### src/rtl/cpu_pkg.sv
// Shared RV32 decode definitions: major-opcode constants, immediate formats
// and the opcode-to-immediate-format mapping.
package cpu_pkg;

  localparam logic [4:0] OP_LOAD   = 5'b00000;
  localparam logic [4:0] OP_FENCE  = 5'b00011;
  localparam logic [4:0] OP_IMM    = 5'b00100;
  localparam logic [4:0] OP_AUIPC  = 5'b00101;
  localparam logic [4:0] OP_STORE  = 5'b01000;
  localparam logic [4:0] OP_R      = 5'b01100;
  localparam logic [4:0] OP_LUI    = 5'b01101;
  localparam logic [4:0] OP_BRANCH = 5'b11000;
  localparam logic [4:0] OP_JALR   = 5'b11001;
  localparam logic [4:0] OP_JAL    = 5'b11011;
  localparam logic [4:0] OP_SYSTEM = 5'b11100;

  typedef enum logic [2:0] {
    IMM_NONE = 3'd0,
    IMM_I    = 3'd1,
    IMM_S    = 3'd2,
    IMM_B    = 3'd3,
    IMM_U    = 3'd4,
    IMM_J    = 3'd5
  } imm_type_e;

  function automatic imm_type_e imm_type_of(input logic [4:0] opcode);
    imm_type_e t;
    case (opcode)
      OP_LOAD, OP_IMM, OP_JALR: t = IMM_I;
      OP_STORE:                 t = IMM_S;
      OP_BRANCH:                t = IMM_B;
      OP_LUI, OP_AUIPC:         t = IMM_U;
      OP_JAL:                   t = IMM_J;
      default:                  t = IMM_NONE;
    endcase
    return t;
  endfunction

endpackage

### src/rtl/inst_decode_queue_imm_gen.sv
// Combinational RV32 immediate generator: selects the immediate layout from
// the major opcode and sign-extends from inst[31].
module imm_gen
  import cpu_pkg::*;
(
  input  logic [31:0] inst,
  output logic [31:0] imm
);

  // Assemble the immediate for the format implied by the opcode
  always_comb begin
    imm = 32'h0000_0000;
    case (imm_type_of(inst[6:2]))
      IMM_I:   imm = {{20{inst[31]}}, inst[31:20]};
      IMM_S:   imm = {{20{inst[31]}}, inst[31:25], inst[11:7]};
      IMM_B:   imm = {{19{inst[31]}}, inst[31], inst[7], inst[30:25], inst[11:8], 1'b0};
      IMM_U:   imm = {inst[31:12], 12'h000};
      IMM_J:   imm = {{11{inst[31]}}, inst[31], inst[19:12], inst[20], inst[30:21], 1'b0};
      default: imm = 32'h0000_0000;
    endcase
  end

endmodule

### src/rtl/inst_decode_queue.sv
// Fetch-to-decode instruction queue: DEPTH-entry FIFO of (inst, pc) whose
// head entry is decoded combinationally into RV32 fields.
module inst_decode_queue
  import cpu_pkg::*;
#(
  parameter int DEPTH  = 4,
  parameter bit EN_MUL = 1'b1
) (
  input  logic                       clk,
  input  logic                       rst,
  input  logic                       in_valid,
  output logic                       in_ready,
  input  logic [31:0]                in_inst,
  input  logic [31:0]                in_pc,
  input  logic                       flush,
  output logic                       out_valid,
  input  logic                       out_ready,
  output logic [4:0]                 out_opcode,
  output logic [2:0]                 out_func3,
  output logic                       out_func7,
  output logic                       out_func7_mul,
  output logic [4:0]                 out_rs1,
  output logic [4:0]                 out_rs2,
  output logic [4:0]                 out_rd,
  output logic [31:0]                out_imm,
  output logic [31:0]                out_pc,
  output logic                       out_illegal,
  output logic [$clog2(DEPTH):0]     count
);

  localparam int AW = $clog2(DEPTH);
  localparam int CW = AW + 1;

  logic [31:0]   inst_mem_r [DEPTH];
  logic [31:0]   pc_mem_r   [DEPTH];
  logic [AW-1:0] wr_ptr_r;
  logic [AW-1:0] rd_ptr_r;
  logic [CW-1:0] count_r;
  logic          push_s;
  logic          pop_s;
  logic [31:0]   head_inst_s;
  logic          opcode_ok_s;
  logic          mul_bad_s;

  assign in_ready  = (count_r < CW'(DEPTH));
  assign out_valid = (count_r != {CW{1'b0}});
  assign push_s    = in_valid && in_ready;
  assign pop_s     = out_valid && out_ready;
  assign count     = count_r;

  // Storage array; flushed or reset entries simply become unreachable
  always_ff @(posedge clk) begin
    if (push_s) begin
      inst_mem_r[wr_ptr_r] <= in_inst;
      pc_mem_r[wr_ptr_r]   <= in_pc;
    end
  end

  // Pointer and occupancy bookkeeping; flush overrides any same-cycle push/pop
  always_ff @(posedge clk or negedge rst) begin
    if (!rst) begin
      wr_ptr_r <= {AW{1'b0}};
      rd_ptr_r <= {AW{1'b0}};
      count_r  <= {CW{1'b0}};
    end else if (flush) begin
      wr_ptr_r <= {AW{1'b0}};
      rd_ptr_r <= {AW{1'b0}};
      count_r  <= {CW{1'b0}};
    end else begin
      if (push_s) wr_ptr_r <= wr_ptr_r + AW'(1);
      if (pop_s)  rd_ptr_r <= rd_ptr_r + AW'(1);
      case ({push_s, pop_s})
        2'b10:   count_r <= count_r + CW'(1);
        2'b01:   count_r <= count_r - CW'(1);
        default: count_r <= count_r;
      endcase
    end
  end

  assign head_inst_s   = inst_mem_r[rd_ptr_r];
  assign out_pc        = pc_mem_r[rd_ptr_r];
  assign out_opcode    = head_inst_s[6:2];
  assign out_func3     = head_inst_s[14:12];
  assign out_func7     = head_inst_s[30];
  assign out_func7_mul = EN_MUL ? head_inst_s[25] : 1'b0;
  assign out_rs1       = head_inst_s[19:15];
  assign out_rs2       = head_inst_s[24:20];
  assign out_rd        = head_inst_s[11:7];

  imm_gen u_imm_gen (
    .inst (head_inst_s),
    .imm  (out_imm)
  );

  // Recognise the supported major opcodes
  always_comb begin
    opcode_ok_s = 1'b0;
    case (head_inst_s[6:2])
      OP_LOAD, OP_FENCE, OP_IMM, OP_AUIPC, OP_STORE, OP_R,
      OP_LUI, OP_BRANCH, OP_JALR, OP_JAL, OP_SYSTEM: opcode_ok_s = 1'b1;
      default:                                       opcode_ok_s = 1'b0;
    endcase
  end

  // Without the M extension, any R-type with funct7[0] set is unsupported
  assign mul_bad_s   = !EN_MUL && (head_inst_s[6:2] == OP_R) && head_inst_s[25];
  assign out_illegal = (head_inst_s[1:0] != 2'b11) || !opcode_ok_s || mul_bad_s;

endmodule
### config.mk
export PLATFORM = sky130hd
export DESIGN_NAME = inst_decode_queue
export DESIGN_NICKNAME = d
export VERILOG_FILES = /design/src/rtl/cpu_pkg.sv /design/src/rtl/inst_decode_queue_imm_gen.sv /design/src/rtl/inst_decode_queue.sv
export SDC_FILE = /design/constraint.sdc
export NUM_CORES = 1
export LEC_CHECK = 0
export ABC_AREA = 1
export BUFFER_PORTS_ARGS = -buffer_cell sky130_fd_sc_hd__buf_2
export CELL_PAD_IN_SITES_DETAIL_PLACEMENT = 1
export CELL_PAD_IN_SITES_GLOBAL_PLACEMENT = 2
export CORE_MARGIN = 4
export CORE_UTILIZATION = 38
export CTS_BUF_LIST = sky130_fd_sc_hd__clkbuf_8 sky130_fd_sc_hd__clkbuf_16
export DETAILED_ROUTE_END_ITERATION = 12
export HOLD_SLACK_MARGIN = 0.06
export PLACE_DENSITY = 0.9
export SLEW_MARGIN = 30
export SYNTH_ARGS = -nofsm -noshare
export SYNTH_HDL_FRONTEND = slang
export SYNTH_SLANG_ARGS = --single-unit
### constraint.sdc
create_clock -name clk -period 5.3 [get_ports clk]
set_input_delay 1.06 -clock clk [delete_from_list [all_inputs] [get_ports clk]]
set_output_delay 1.06 -clock clk [all_outputs]
set_load 0.02 [all_outputs]
==> results of run 1 <==
-- critical path, delay by kind of cell, from the launching register on --
family	cells	cell delay, ns
DFF	1	0.64
buffers and inverters	5	0.88
adders and majority gates	1	0.16
and+or+nand+nor	9	1.45
-- power by group --
part / switching (W) / internal [W]
clock network: 0.000753 / 0.00106
registers: 0.0000882 / 0.00252
logic: 0.00156 / 0.000585
total: 0.00240 / 0.00417
-- sequential cells by signal, indices dropped and copies added, names as in the netlist --
name        cells
inst_mem_r    128
count           3
wr_ptr_r        2
rd_ptr_r        2
pc_mem_r      128
-- cell families after synthesis --
kind of cell / count (synthesis) / share of synthesized area, %
simple gates: 288 / 11.9
flops: 263 / 74.0
compound gates: 178 / 9.42
buf+inv: 85 / 3.48
fa+ha+maj: 10 / 1.25
-- area by class of cell --
class	count	area share [%]
inverter	39	1.17
clock inverter	22	1.35
sequential	263	62.0
timing repair buffer	174	7.37
clock buffer	27	5.32
multi-input combinational	476	19.1
tap	372	3.67
-- routing by layer --
metal  up-vias  global-route usage (%)
met3        40                    3.40
met2       155                    32.4
li1       3302                       -
met1      3520                    21.9
met5         -                       0
met4        10                    2.85
-- path summary, 6_finish.rpt --
| path | from | endpoint | cells after the start |
|---|---|---|---|
| min in group clk | count[2]$_DFFE_PN0P_ | count[2]$_DFFE_PN0P_ | 2 |
| max reg2reg | count[2]$_DFFE_PN0P_ | inst_mem_r[3][20]$_DFFE_PP_ | 4 |
| min | rst | count[2]$_DFFE_PN0P_ | 1 |
| max | rd_ptr_r[0]$_DFFE_PN0P_ | out_imm[30] | 15 |
| max in group asynchronous | rst | rd_ptr_r[0]$_DFFE_PN0P_ | 1 |
| min reg2reg | count[2]$_DFFE_PN0P_ | count[2]$_DFFE_PN0P_ | 2 |
-- cell usage after synthesis --
master / instances
edfxtp_1: 256
nand3_4: 1
nand2_1: 104
dfrtp_1: 7
ha_1: 9
nor2_1: 113
buf_1: 3
buf_4: 2
nand2_2: 12
o22ai_1: 46
nand2_4: 2
o21ai_0: 104
buf_6: 3
nor2_8: 1
o21ai_1: 3
fa_1: 1
a32oi_1: 9
nor2_2: 2
nor3_1: 1
a31oi_1: 2
nand3_2: 5
a21oi_1: 11
nand4_1: 3
o211ai_1: 2
nand3_1: 38
buf_2: 17
inv_1: 35
inv_2: 4
a32oi_2: 1
or2_2: 6
clkbuf_1: 21
-- through the flow --
step           total power [W]  instance area (um2)  setup WS, ns  std cells
5_1_grt                0.00694                12700         0.284       1373
2_1_floorplan          0.00404                10600         0.745        824
4_1_cts                0.00666                12700         0.506       1373
3_3_place_gp           0.00477                11800          1.28       1324
6_report               0.00657                12700         0.585       1373
3_5_place_dp           0.00483                11800          1.07       1324
==> results.tsv, run 1 <==
stage	metric	value	unit
run_status	outcome	completed	
finish	layout.nets	1060	
cts	root_buffer	clkbuf_16	
sta	tightest_slew	0.918	ns
sta	finalClockSkew	0.0270	ns
die	io_pins	164	
route	drtIter0Drc	465	
sta	fin_tns_setup	0	ns
die	start_util	39.0	%
sta	finalSetupViolations	0	
route	wl	27400	um
yosys	netlist_area	10600	um2
finish	final_cell_mix	edfxtp_1 (256), buf_2 (163), nor2_1 (109)	
grt	gr-total-overflow	0	
sta	slew_headroom	38.7	%
cts	cts_setup_buffers	0	
route	highest_layer	met5	
sta	grt_setup_unrepaired	no	
finish	area_delta_synth_final	19.4	%
worst_setup_path	cp-start-kind	register	
finish	diodes	0	
cts	clockBufferDepth	3	
hold_path	hold_class	in2async	
cts	path_clk_slew	0.07	ns
yosys	syn_nets	903	
route	vias	7027	
sta	fmax	0.212	GHz
yosys	yosysTopAreaCell	edfxtp_1	
placement	portBuffers	163	
route	wl_met1	11500	um
worst_setup_path	worstPathCellList	inv_4, nand2_1, nand3_1, nand2_1, inv_1, ha_1, inv_1, nor2_1, nand2_2, nand2_4, inv_2, nor2_2, nand2_1, nand2_1, buf_2	
sta	post-route-period-util	89.0	%
power	pwr_density_cell	518	nW/um2
finish	final_core_util	46.6	%
cts	clk-insertion-delay-late	0.54	ns
worst_setup_path	cp_max_fo	43	
die	rows	60	
worst_setup_path	crit_type	reg2out	
grt	antenna_found_initial	6	
grt	grt_pass1_vias	7686	
grt	grt_max_degree	89	
worst_setup_path	critPathSlowestCell	dfrtp_4	
cts	holdBufCountCts	0	
worst_setup_path	cp-end-kind	primary output	
sta	drv_slew	0	
grt	grt_pass1_wl	42800	um
route	via_per_inst	5.12	
yosys	synth-seq-area-share	74.0	%
die	die_h	175	um
yosys	avgSynthCellArea	12.9	um2
yosys	synthCells	824	
cts	cts_tree	yes	
grt	grt_usage	17.6	%
yosys	ys_ff_latch	263	
worst_setup_path	cp.arrival	3.65	ns
power	p_leak	4.77	nW
yosys	synth_cell_type_count	31	
cts	cts_resized	0	
worst_setup_path	max_stage_delay	0.64	ns
route	wl_met2	14200	um
sta	finalCriticalPeriod	4.71	ns
route	wl_met3	1340	um
cts	cts.sinks	263	
route	dr.pass1.iters	4	
finish	multi_input_area	2430	um2
finish	drive_gt1_share	24.9	%
worst_setup_path	critPathMostFrequentCell	nand2_1	
die	die_area	30700	um2
sta	hold_violations	0	
finish	layout_commonest_cell	edfxtp_1	
sta	holdWs	0.376	ns
worst_setup_path	cp.required	4.24	ns
placement	gp_congestion	0.740	
worst_setup_path	r2r_setup_slack	2.92	ns
route	ant_nets	0	
yosys	yosysWarningCount	0	
placement	dp_hpwl	17300	um
yosys	synthTopCellsByArea	edfxtp_1 (72%), o21ai_0 (4.9%), nor2_1 (4.0%)	
yosys	synth_top_area_share	72.3	%
die	coreArea	27300	um2
power	peakVddDrop	0.312	mV
job	max_cap_violations	0	
finish	seq_area	7870	um2
route	routedWlPerCell	20.0	um
die	die_w	175	um
route	drc	0	
cts	htreeDepth	1	
finish	fillCellCount	2845	
cts	cts_buffers	27	
Power figures use the tool's default switching activity.
==> run 2: changes to the inputs <==
- ABC_AREA: 1 -> unset
- CORE_UTILIZATION: 38 -> 43
- PLACE_DENSITY: 0.9 -> 0.91
==> results.tsv, run 2 <==
stage	metric	value	unit
route	dr.pass1.iters	4	
grt	use_met2	30.7	%
cts	htreeDepth	1	
sta	post-route-period-util	88.3	%
finish	layout.nets	723	
placement	place_area	11400	um2
power	power.clock.fraction	26.8	%
grt	met3_usage	4.01	%
yosys	synth_edf_count	256	
power	internal_power	0.00428	W
die	io_pins	164	
worst_setup_path	cp.arrival	3.62	ns
yosys	netlist_top_cells_count	edfxtp_1 (256), mux4_2 (63), nand2_1 (22)	
yosys	synth.most_common_cell	edfxtp_1	
route	ant_nets	0	
grt	grt_max_degree	55	
cts	cts_resized	0	
cts	cts_tree	yes	
route	via_per_inst	5.21	
sta	finalSetupViolations	0	
route	drc	0	
die	die_w	162	um
worst_setup_path	cp-end-kind	primary output	
finish	final_cell_mix	edfxtp_1 (256), buf_2 (163), mux4_2 (63)	
yosys	synthTopCellsByArea	edfxtp_1 (75%), mux4_2 (14%), dfrtp_1 (1.7%)	
die	die_area	26300	um2
power	p_leak	4.38	nW
yosys	ys_async_sr_fraction	2.66	%
power	p_sw_share	32.7	%
sta	finalCriticalPeriod	4.68	ns
die	start_util	43.6	%
yosys	syn_nets	545	
worst_setup_path	crit_start	rd_ptr_r[0]$_DFFE_PN0P_	
cts	cts.sinks	263	
grt	grt_pass1_wl	34100	um
worst_setup_path	cp.required	4.24	ns
sta	drv_slew	0	
sta	tightest_slew	0.789	ns
worst_setup_path	cp_max_fo	16	
route	vias	5136	
job	max_cap_violations	0	
sta	grt_setup_unrepaired	no	
power	power.switching	0.00208	W
yosys	synth_xor_area_share	0.429	%
yosys	synth_top_family_by_area	multiplexers	
sta	finalClockSkew	0.00639	ns
die	rows	56	
route	wl	22300	um
sta	fin_tns_setup	0	ns
worst_setup_path	rr_startpoint	count[2]$_DFFE_PN0P_	
route	drtIter0Drc	276	
yosys	synth_compound_area_share	2.60	%
yosys	yosysWarningCount	0	
route	routedWlPerCell	22.6	um
yosys	synth_simple_gate_area_share	3.09	%
power	comb_power_share	31.9	%
yosys	synthAdderAreaFrac	1.30	%
sta	slew_headroom	47.4	%
placement	dp_hpwl	14600	um
power	p_seq_share	41.3	%
sta	hold_violations	0	
hold_path	hold_class	in2async	
power	peakVddDrop	0.364	mV
finish	drive_gt1_share	42.0	%
finish	finalInstanceArea	12200	um2
die	die_h	162	um
cts	root_buffer	clkbuf_16	
finish	area_delta_synth_final	20.0	%
yosys	yosysTopAreaCell	edfxtp_1	
sta	fmax	0.214	GHz
worst_setup_path	crit_type	reg2out	
run_status	outcome	completed	
cts	cts_setup_buffers	0	
finish	layout_commonest_cell	edfxtp_1	
worst_setup_path	cp-start-kind	register	
placement	portBuffers	163	
grt	grt_busiest_layer	met2	
yosys	avgSynthCellArea	21.9	um2
yosys	ys_ff_latch	263	
cts	holdBufCountCts	0	
cts	clockBufferDepth	3	
grt	grt_pass1_vias	5804	
yosys	dominantRegCellSynth	edfxtp_1	
cts	path_clk_slew	0.06	ns
grt	grt_usage	16.9	%
yosys	synth_cell_type_count	42	
power	pwr_density_cell	520	nW/um2
grt	antenna_found_initial	5	
grt	gr-total-overflow	0	
yosys	synthCells	466	
yosys	synth-seq-area-share	77.0	%
grt	use_met1	20.4	%
placement	gp_congestion	0.765	
yosys	synthMuxAreaShare	14.2	%
yosys	synth_top_area_share	75.3	%
yosys	netlist_area	10200	um2
die	coreArea	23400	um2
cts	cts_buffers	27	
cts	clk-insertion-delay-late	0.52	ns
==> run 2: changes by cell type in the layout (fill, tap and decap cells not counted), moves of 8 or more <==
cell     delta
nand2_2    -12
mux4_2     +63
nand2_1    -82
a21o_1     +12
inv_1      -26
o22ai_1    -45
nand3_1    -35
a21oi_1    -10
nor2_1     -96
o21ai_0   -103
nor2b_1    +11
a32oi_1     -8
==> run 2: worst paths after layout <==
| check | endpoint | slack [ns] | cells after the start |
|---|---|---|---|
| hold / removal | rd_ptr_r[0]$_DFFE_PN0P_ | 0.36 | 1 |
| min in group clk | wr_ptr_r[0]$_DFFE_PN0P_ | 0.62 | 2 |
| setup reg to reg | pc_mem_r[2][13]$_DFFE_PP_ | 3.01 | 3 |
| hold reg to reg | wr_ptr_r[0]$_DFFE_PN0P_ | 0.62 | 2 |
| max in group asynchronous | rd_ptr_r[1]$_DFFE_PN0P_ | 4.77 | 1 |
| setup / recovery | out_imm[29] | 0.62 | 7 |
==> run 2: logic make-up (layout without fill, tap and decap cells) <==
group | Yosys count | after routing
buffers and inverters | 28 | 227
muxes | 66 | 66
other | 0 | 2
xor gates and xnor gates | 5 | 5
adders and majority gates | 10 | 10
DFF | 263 | 263
and+or+nand+nor | 62 | 62
AOI/OAI and AO/OA | 32 | 32
==> run 2: through the flow <==
stage	util, %	setup slack [ns]	instances	hold slack (ns)	power (W)
3_5_place_dp	48.9	1.12	934	0.613	0.00474
5_1_grt	52.3	0.368	986	0.343	0.00670
3_3_place_gp	48.5	1.33	930	0.581	0.00463
2_1_floorplan	-	1.62	466	0.562	0.00405
4_1_cts	52.3	0.550	984	0.339	0.00647
6_report	52.3	0.618	986	0.360	0.00636
==> run 2: layout make-up <==
| cell class | count | area, um2 |
|---|---|---|
| multi-input cells | 175 | 2220 |
| diodes | 2 | 5.00 |
| well taps | 319 | 399 |
| flip-flops and latches | 263 | 7870 |
| clock inverters | 23 | 129 |
| repair buffers | 170 | 922 |
| clock buffers | 27 | 676 |
| fillers | 2170 | 11200 |
| inverters | 7 | 26.3 |
==> run 2: routing by layer <==
layer / vias up / part of all wire [%]
met5: - / 0.16
met4: 6 / 2.0
met3: 39 / 6.2
met2: 157 / 53
met1: 2655 / 38
li1: 2279 / -
==> run 2: power by group through the flow <==
stage | combinational (W) | clock (W) | sequential (W)
after floorplan | 0.00142 | 0 | 0.00263
after global placement | 0.00198 | 0 | 0.00266
after detailed placement | 0.00206 | 0 | 0.00268
after CTS | 0.00207 | 0.00176 | 0.00264
after global routing | 0.00218 | 0.00186 | 0.00265
final | 0.00203 | 0.00171 | 0.00263
==> run 2: worst max-delay path, stage by stage (launching register included) <==
cell	delay [ns]
dfrtp_4	0.62
mux4_2	0.62
inv_1	0.15
ha_1	0.24
a22o_1	0.49
nor2b_2	0.60
a21o_1	0.20
buf_2	0.16
